[src/rtl/dout_uart_tx.sv]
// Byte sink for the core's dout port: small FIFO feeding an 8N1 UART transmitter.
// Optional even-parity frame (8E1) when DOUT_TX_PARITY_EN is defined.
module dout_uart_tx #(
  parameter int unsigned CLKS_PER_BIT = 434,
  parameter int unsigned FIFO_DEPTH   = 8
) (
  input  logic       clk,
  input  logic       rst,
  input  logic [7:0] din,
  input  logic       din_valid,
  output logic       full,
  output logic       ovf,
  output logic       busy,
  output logic       tx
);

  localparam int unsigned AddrW = $clog2(FIFO_DEPTH);
  localparam int unsigned CntW  = (CLKS_PER_BIT > 1) ? $clog2(CLKS_PER_BIT) : 1;
  localparam logic [AddrW:0]  FullCnt  = (AddrW + 1)'(FIFO_DEPTH);
  localparam logic [CntW-1:0] BaudLast = CntW'(CLKS_PER_BIT - 1);

`ifdef DOUT_TX_PARITY_EN
  typedef enum logic [2:0] {StIdle, StStart, StData, StParity, StStop} state_e;
`else
  typedef enum logic [2:0] {StIdle, StStart, StData, StStop} state_e;
`endif

  // FIFO storage and bookkeeping
  logic [7:0]       r_mem [FIFO_DEPTH];
  logic [AddrW-1:0] r_wptr;
  logic [AddrW-1:0] r_rptr;
  logic [AddrW:0]   r_count;
  logic             r_ovf;
  logic             w_push;
  logic             w_pop;
  logic             w_empty;
  logic [7:0]       w_head;

  // Transmitter state
  state_e          r_state;
  state_e          w_state_d;
  logic [CntW-1:0] r_baud;
  logic [CntW-1:0] w_baud_d;
  logic [2:0]      r_bit_idx;
  logic [2:0]      w_bit_d;
  logic [7:0]      r_shift;
  logic [7:0]      w_shift_d;
  logic            r_tx;
  logic            w_tx_d;
  logic            w_baud_last;
`ifdef DOUT_TX_PARITY_EN
  logic            r_parity;
  logic            w_parity_d;
`endif

  assign full    = (r_count == FullCnt);
  assign w_empty = (r_count == '0);
  assign w_push  = din_valid & ~full;
  assign w_head  = r_mem[r_rptr];

  always_ff @(posedge clk) begin
    if (w_push) begin
      r_mem[r_wptr] <= din;
    end
  end

  always_ff @(posedge clk or posedge rst) begin
    if (rst) begin
      r_wptr  <= '0;
      r_rptr  <= '0;
      r_count <= '0;
      r_ovf   <= 1'b0;
    end else begin
      if (w_push) begin
        r_wptr <= r_wptr + 1'b1;
      end
      if (w_pop) begin
        r_rptr <= r_rptr + 1'b1;
      end
      unique case ({w_push, w_pop})
        2'b10:   r_count <= r_count + 1'b1;
        2'b01:   r_count <= r_count - 1'b1;
        default: r_count <= r_count;
      endcase
      // Dropped write: full is the pre-edge value, so a same-edge pop does not rescue it.
      if (din_valid && full) begin
        r_ovf <= 1'b1;
      end
    end
  end

  assign w_baud_last = (r_baud == BaudLast);

  always_comb begin
    w_state_d = r_state;
    w_baud_d  = r_baud + 1'b1;
    w_bit_d   = r_bit_idx;
    w_shift_d = r_shift;
    w_pop     = 1'b0;
`ifdef DOUT_TX_PARITY_EN
    w_parity_d = r_parity;
`endif
    unique case (r_state)
      StIdle: begin
        w_baud_d = '0;
        if (!w_empty) begin
          w_pop     = 1'b1;
          w_shift_d = w_head;
          w_state_d = StStart;
`ifdef DOUT_TX_PARITY_EN
          w_parity_d = ^w_head;
`endif
        end
      end
      StStart: begin
        if (w_baud_last) begin
          w_baud_d  = '0;
          w_bit_d   = '0;
          w_state_d = StData;
        end
      end
      StData: begin
        if (w_baud_last) begin
          w_baud_d  = '0;
          w_shift_d = {1'b0, r_shift[7:1]};
          if (r_bit_idx == 3'd7) begin
`ifdef DOUT_TX_PARITY_EN
            w_state_d = StParity;
`else
            w_state_d = StStop;
`endif
          end else begin
            w_bit_d = r_bit_idx + 3'd1;
          end
        end
      end
`ifdef DOUT_TX_PARITY_EN
      StParity: begin
        if (w_baud_last) begin
          w_baud_d  = '0;
          w_state_d = StStop;
        end
      end
`endif
      StStop: begin
        if (w_baud_last) begin
          w_baud_d = '0;
          // Chain straight into the next frame when more data is waiting.
          if (!w_empty) begin
            w_pop     = 1'b1;
            w_shift_d = w_head;
            w_state_d = StStart;
`ifdef DOUT_TX_PARITY_EN
            w_parity_d = ^w_head;
`endif
          end else begin
            w_state_d = StIdle;
          end
        end
      end
      default: begin
        w_baud_d  = '0;
        w_state_d = StIdle;
      end
    endcase
  end

  // Line level is derived from the next state so tx is a clean register output.
  always_comb begin
    case (w_state_d)
      StStart:  w_tx_d = 1'b0;
      StData:   w_tx_d = w_shift_d[0];
`ifdef DOUT_TX_PARITY_EN
      StParity: w_tx_d = w_parity_d;
`endif
      default:  w_tx_d = 1'b1;
    endcase
  end

  always_ff @(posedge clk or posedge rst) begin
    if (rst) begin
      r_state   <= StIdle;
      r_baud    <= '0;
      r_bit_idx <= '0;
      r_shift   <= '0;
      r_tx      <= 1'b1;
`ifdef DOUT_TX_PARITY_EN
      r_parity  <= 1'b0;
`endif
    end else begin
      r_state   <= w_state_d;
      r_baud    <= w_baud_d;
      r_bit_idx <= w_bit_d;
      r_shift   <= w_shift_d;
      r_tx      <= w_tx_d;
`ifdef DOUT_TX_PARITY_EN
      r_parity  <= w_parity_d;
`endif
    end
  end

  assign ovf  = r_ovf;
  assign busy = (r_state != StIdle);
  assign tx   = r_tx;

endmodule

[config.mk]
export PLATFORM = sky130hd
export DESIGN_NAME = dout_uart_tx
export DESIGN_NICKNAME = d
export VERILOG_FILES = /design/src/rtl/dout_uart_tx.sv
export SDC_FILE = /design/constraint.sdc
export NUM_CORES = 1
export LEC_CHECK = 0
export CAP_MARGIN = 15
export CORE_ASPECT_RATIO = 1.2
export CORE_UTILIZATION = 55
export CTS_CLUSTER_DIAMETER = 60
export CTS_CLUSTER_SIZE = 20
export DETAILED_ROUTE_END_ITERATION = 12
export PLACE_DENSITY = 0.73
export SYNTH_ARGS = -nofsm -noshare
export SYNTH_HDL_FRONTEND = slang
export SYNTH_SLANG_ARGS = --single-unit
[constraint.sdc]
create_clock -name clk -period 3.4 [get_ports clk]
set_input_delay 0.68 -clock clk [delete_from_list [all_inputs] [get_ports clk]]
set_output_delay 0.68 -clock clk [all_outputs]
set_load 0.02 [all_outputs]
==> results.txt, run 1 <==
Ys flop type - edfxtp_1
Pleak - 1.82 nW
Flop2flop setup slack - 560 ps
Global placement routability congestion - 0.836
Vias per cell - 5.90
Worst slew pin tran - 871 ps
Cell Area, Synth - 0.00432 sq mm
Router iterations before antenna repair - 6
Crit Reg-Reg Startpoint - r_baud[1]
CP Depth - 13
Top cells by area, synth - edfxtp_1 44%, dfrtp_1 20%, mux4_2 5.2%
CTS tree - built
Antenna Cells - 0
Synthesized netlist cell count - 289
Rel. slew slack - 0.414
Hold Path Class - reg -> reg
Final Hold Vio Count - 0
DP Worst Slack - 547 ps
Delay-heaviest family, CP - adder cells
Cell taking the most area after synthesis - edfxtp_1
Num ports - 15
Max_cap viols - 0
Final setup violation count - 0
Final Critical Period - 2840 ps
Kind of critical path - reg -> reg
Fmax - 0.352 GHz
Synth warn - 0
Initial Util - 0.564
Critical-path maximum fanout - 9
Row cnt - 35
Starting DRT DRC Count - 107
Slowest-stage cell, CP - dfrtp_1
Worst setup slack after layout - 556 ps
GRT overflow - 0
Worst VDD drop - 407 uV
Critical path, cell by cell - inv_1, ha_1, nand4b_2, o41ai_4, buf_4, and2_1, ha_1, xor2_1, ha_1, a21oi_1, xor2_1, nor2_1, xor2_1
Reg2Reg Depth - 13
Post-synth cell types - 45
FFs w/ async S/R, synth - 0.354
Setup bufs post-CTS - 0
Layout cells sized above 1 - 0.156
P&R area growth vs syn - 11.5%
Horiz. Die Dim - 82.9 um
Outcome - finished, final reports clean
Clock Sinks - 99
Register area share after synthesis - 0.648
Most instantiated cells after synthesis - 64 x edfxtp_1, 34 x dfrtp_1, 27 x nand2_1
Htree depth - 3
Antenna violations before repair - 0
Die Y - 99.1 um
DIE AREA - 0.00822 sq mm
FF-to-FF End - r_count[2]
# nets final - 336
Worst Path Arrival - 3090 ps
Hold Path End - ovf
TNS Setup - 0 ps
Total power - 0.00337 W
Largest net degree at the start of global routing - 22
DRC viols - 0
Hold_sp - ovf
Fillers - 564
Final Max Tran Viols - 0
Slowest stage delay, CP - 400 ps
Cts hold-fix bufs - 0
Dpl cells - 397
Startpoint types - flop
Finished Layout Cells - 413
RSZ-0062 raised after global routing - false
Core area - 0.00766 sq mm
Fin crit share - 0.837
Worst-path clk slew - 100 ps
Drt wl/cell - 17.8 um
Post-synth top area share - 0.445
Clock root buffer - clkbuf_8
Hold Crit Depth - 1
Total Wirelength - 7360 um
DP HPWL - 4940 um
Port bufs - 14
Post_cts resized - 0
Req. time, crit path - 3650 ps
PD cells - 699 mW/mm^2
Count leader, synth - edfxtp_1
Vias in the first global route - 2421
Final core occ - 0.629
CTS Buffer Depth - 2
Endpoint class of the critical path - flop
First-pass GRT wire length - 11900 um
Synth Area per Inst - 14.9 sq um
Worst path bufs/invs - 2
Syn Nets - 309
Post-synthesis register bit count - 99
Antenna Nets Post-Route - 0
TritonCTS Buffers - 9
GRT Total Usage - 0.192
Max Clock Skew - 9.99 ps
Clk_lat worst skew - 360 ps
EDFF count, synth - 64
DR vias - 2435
==> placed cells by master (no fill, tap or decap), types with 2 or more instances in the layout <==
master           Yosys  layout
a21o_1               5       5
a21oi_1             15      15
a22o_1               2       2
a2bb2oi_1            6       6
a31oi_1              2       2
and3_1               2       2
buf_4                0      12
clkbuf_8             0       9
clkdlybuf4s50_1      0      14
dfrtp_1             34      34
edfxtp_1            64      64
ha_1                 9       9
inv_1                6       6
inv_6                0       2
inv_8                0       3
mux2_2               5       5
mux4_1               6       6
mux4_2              10      10
nand2_1             27      27
nand2b_1             6       6
nand3_1              6       6
nor2_1              19      19
nor3_1               2       2
nor4_1               2       2
nor4_2               2       2
o211ai_1             2       2
o21ai_0              6       6
o221ai_1             6       6
or3_1                4       4
or4_1                2       2
xnor2_1              6       6
xor2_1               8       8
==> report_power, final <==
part	total, W	internal, W	switching, W	leakage, nW
clock network	0.000742	0.000294	0.000447	0.103
registers	0.00175	0.00152	0.000229	1.02
logic	0.000876	0.000474	0.000403	0.696
==> final cells by class <==
cell class | count | area [sq um] | area share
inverter | 6 | 22.5 | 0.00468
timing repair buffer | 26 | 230 | 0.0478
multi-input combinational | 174 | 1450 | 0.301
clock buffer | 9 | 124 | 0.0257
sequential | 99 | 2800 | 0.581
tap | 92 | 115 | 0.0239
clock inverter | 7 | 76.3 | 0.0158
==> worst max path at each step <==
stage | startpoint | end
2_1_floorplan | r_count[1] | r_count[2]
3_3_place_gp | din_valid | r_count[2]
3_5_place_dp | din_valid | r_count[2]
4_1_cts | r_baud[1] | r_count[2]
5_1_grt | r_baud[1] | r_count[2]
6_report | r_baud[1] | r_count[2]
==> per-layer routing <==
metal | track usage | up-vias | share of wire
li1 | - | 1167 | -
met1 | 0.244 | 1214 | 0.43
met2 | 0.320 | 44 | 0.52
met3 | 0.0407 | 10 | 0.032
met4 | 0.0902 | 0 | 0.012
met5 | 0 | - | 0
==> sequential cells by signal (all words and copies together) (netlist names) <==
signal     count
r_state        3
r_bit_idx      3
ovf            1
tx             1
r_wptr         3
r_shift        8
r_count        4
r_baud         9
r_mem         64
r_rptr         3
==> cell families (layout without fill, tap and decap cells) <==
group | Yosys count | after routing | synth area share
DFF | 99 | 99 | 0.648
and+or+nand+nor | 81 | 81 | 0.0990
AOI/OAI and AO/OA | 47 | 47 | 0.0773
muxes | 22 | 22 | 0.104
buffers and inverters | 16 | 48 | 0.0165
xor gates and xnor gates | 14 | 14 | 0.0284
adders and majority gates | 9 | 9 | 0.0261
other | 1 | 1 | 0.000868
==> stage by stage <==
step	cell area, sq um	hold slack [ps]
2_1_floorplan	4320	453
6_report	4820	469
3_3_place_gp	4620	439
3_5_place_dp	4620	450
5_1_grt	4820	491
4_1_cts	4820	475
Note: power is estimated with default switching activity, not from simulation.
==> run 2, diff against run 1 <==
--- a/config.mk
+++ b/config.mk
@@ -11,7 +11,7 @@
 export CTS_CLUSTER_DIAMETER = 60
 export CTS_CLUSTER_SIZE = 20
 export DETAILED_ROUTE_END_ITERATION = 12
-export PLACE_DENSITY = 0.73
+export PLACE_DENSITY = 0.76
 export SYNTH_ARGS = -nofsm -noshare
 export SYNTH_HDL_FRONTEND = slang
 export SYNTH_SLANG_ARGS = --single-unit
==> constraint.sdc (replaced) <==
create_clock -name clk -period 2.5 [get_ports clk]
set_input_delay 0.5 -clock clk [delete_from_list [all_inputs] [get_ports clk]]
set_output_delay 0.5 -clock clk [all_outputs]
set_load 0.02 [all_outputs]
==> results.txt, run 2 (synthesis gave the netlist of run 1 again) <==
Hold Path Class - reg -> reg
Crit Reg-Reg Startpoint - r_baud[1]
First-pass GRT wire length - 12600 um (+5.1%)
PD cells - 956 mW/mm^2 (+37%)
Drt wl/cell - 18.0 um (+0.71%)
Biggest register - r_mem
Clock Sinks - 99 (unchanged)
Worst slew pin tran - 756 ps (-116 ps)
Num ports - 15 (unchanged)
Die Y - 99.1 um (unchanged)
Antenna Nets Post-Route - 0 (unchanged)
Hold_sp - ovf
TritonCTS Buffers - 9 (unchanged)
DP HPWL - 5390 um (+9.0%)
Max reg flops - 64 (unchanged)
TNS Setup - 0 ps (unchanged)
DIE AREA - 0.00822 sq mm (unchanged)
P&R area growth vs syn - 16.0%
CTS tree - built
Htree depth - 3 (unchanged)
Router iterations before antenna repair - 4 (-2)
Rel. slew slack - 0.494 (+0.0798)
Row cnt - 35 (unchanged)
Max Clock Skew - 16.8 ps (+6.77 ps)
Startpoint types - flop
Slowest-stage cell, CP - clkdlybuf4s50_1
Req. time, crit path - 2000 ps (-1650 ps)
Final Critical Period - 2410 ps
Antenna violations before repair - 0 (unchanged)
Final setup violation count - 0 (unchanged)
Clock root buffer - clkbuf_8
Worst-path clk slew - 110 ps (about the same)
Total Wirelength - 7670 um (+4.1%)
GRT Total Usage - 0.203 (+0.0108)
Regs by FF count - r_mem: 64 flops, r_baud: 9 flops, r_shift: 8 flops
Max_cap viols - 0 (unchanged)
# nets final - 350 (+4.2%)
Final Max Tran Viols - 0 (unchanged)
Commonest non-fill, non-tap cell in the layout - edfxtp_1
Port bufs - 14 (unchanged)
Vias per cell - 5.94 (+0.81%)
Pleak - 1.93 nW (+6.1%)
Reg2Reg Depth - 12 (-1)
Endpoint class of the critical path - primary output
Commonest cells after routing, fill and taps aside - 64 x edfxtp_1, 34 x dfrtp_1, 27 x nand2_1, 25 x buf_4, 19 x nor2_1
Critical path, cell by cell - buf_4, nor4b_4, clkdlybuf4s50_1
Fin crit share - 0.964
Hold Crit Depth - 1 (unchanged)
Starting DRT DRC Count - 119 (+11%)
Initial Util - 0.564 (unchanged)
Outcome - finished, final reports clean
Antenna Cells - 0 (unchanged)
Fmax - 0.415 GHz
GRT overflow - 0 (unchanged)
Flop2flop setup slack - 170 ps (-390 ps)
Critical-path maximum fanout - 7 (-2)
Layout cells sized above 1 - 0.206 (+0.0502)
Final Hold Vio Count - 0 (unchanged)
Clk_lat worst skew - 360 ps (about the same)
CTS Buffer Depth - 2 (unchanged)
DR vias - 2538 (+4.2%)
Global placement routability congestion - 0.815 (-2.5%)
Core area - 0.00766 sq mm (unchanged)
Kind of critical path - reg -> out
RSZ-0062 raised after global routing - false
Largest net degree at the start of global routing - 21 (-4.5%)
Worst Path Arrival - 1910 ps (-1180 ps)
FF-to-FF End - r_count[2]
DRC viols - 0 (unchanged)
Hold Path End - ovf
Vias in the first global route - 2586 (+6.8%)
Horiz. Die Dim - 82.9 um (unchanged)
Final core occ - 0.654 (+0.0251)
Worst VDD drop - 726 uV (+78%)
Slowest stage delay, CP - 650 ps (+250 ps)
[run 2: report_power, final]
part	switching, W	internal (W)	leakage (nW)	total [W]
clock network	0.000588	0.000489	0.109	0.00108
logic	0.000690	0.000742	0.801	0.00143
registers	0.000213	0.00207	1.02	0.00228
total	0.00149	0.00330	1.93	0.00479
[run 2: through the flow]
step	total power [W]	std cells	hold slack [ps]	setup WS, ps	instance area, sq um
6_report	0.00479	427	461	91.0	5010
5_1_grt	0.00502	427	515	9.44	5010
3_5_place_dp	0.00375	411	445	56.4	4790
3_3_place_gp	0.00370	411	437	119	4790
4_1_cts	0.00483	427	469	69.6	5010
2_1_floorplan	0.00328	289	453	49.9	4380
[run 2: how the worst max path moves through the flow]
stage                    start          to  slack [ps]  cells after the start
floorplan            r_baud[2]  r_count[2]          50                     11
global placement     din_valid  r_count[3]         120                      9
detailed placement   din_valid  r_count[3]          60                      9
CTS                 r_count[1]        full          70                      3
global route         r_baud[1]  r_count[2]           9                     12
finish              r_count[1]        full          90                      3
[run 2: per-layer routing]
layer | global-route usage | share of wire
met5 | 0 | 0
met4 | 0.0942 | 0.023
met3 | 0.0465 | 0.035
met2 | 0.373 | 0.53
met1 | 0.224 | 0.41
[run 2: area by class of cell]
type,instances,area (sq um)
inverter,6,22.5
clock inverter,7,92.6
multi-input combinational,174,1510
tap,92,115
timing repair buffer,40,348
sequential,99,2800
clock buffer,9,124
fill,528,2650
[run 2: worst max-delay path: cells and delay by family (launching register included)]
kind	cells	cell delay (ps)
and+or+nand+nor	1	300
DFF	1	410
buffers and inverters	2	830
[run 2: what timing repair did]
| item | 4_1_cts | 5_1_grt |
|---|---|---|
| setup buffers | 0 | 0 |
| setup endpoints to repair | 0 | 2 |
| hold buffers | 0 | 0 |
| gates resized for setup | 0 | 2 |
==> run 3, diff against run 2 <==
--- a/config.mk
+++ b/config.mk
@@ -12,6 +12,7 @@
 export CTS_CLUSTER_SIZE = 20
 export DETAILED_ROUTE_END_ITERATION = 12
 export PLACE_DENSITY = 0.76
+export SLEW_MARGIN = 10
 export SYNTH_ARGS = -nofsm -noshare
 export SYNTH_HDL_FRONTEND = slang
 export SYNTH_SLANG_ARGS = --single-unit
==> results of run 3 <==
Final layout, timing and power as in run 2 (identical DEF).
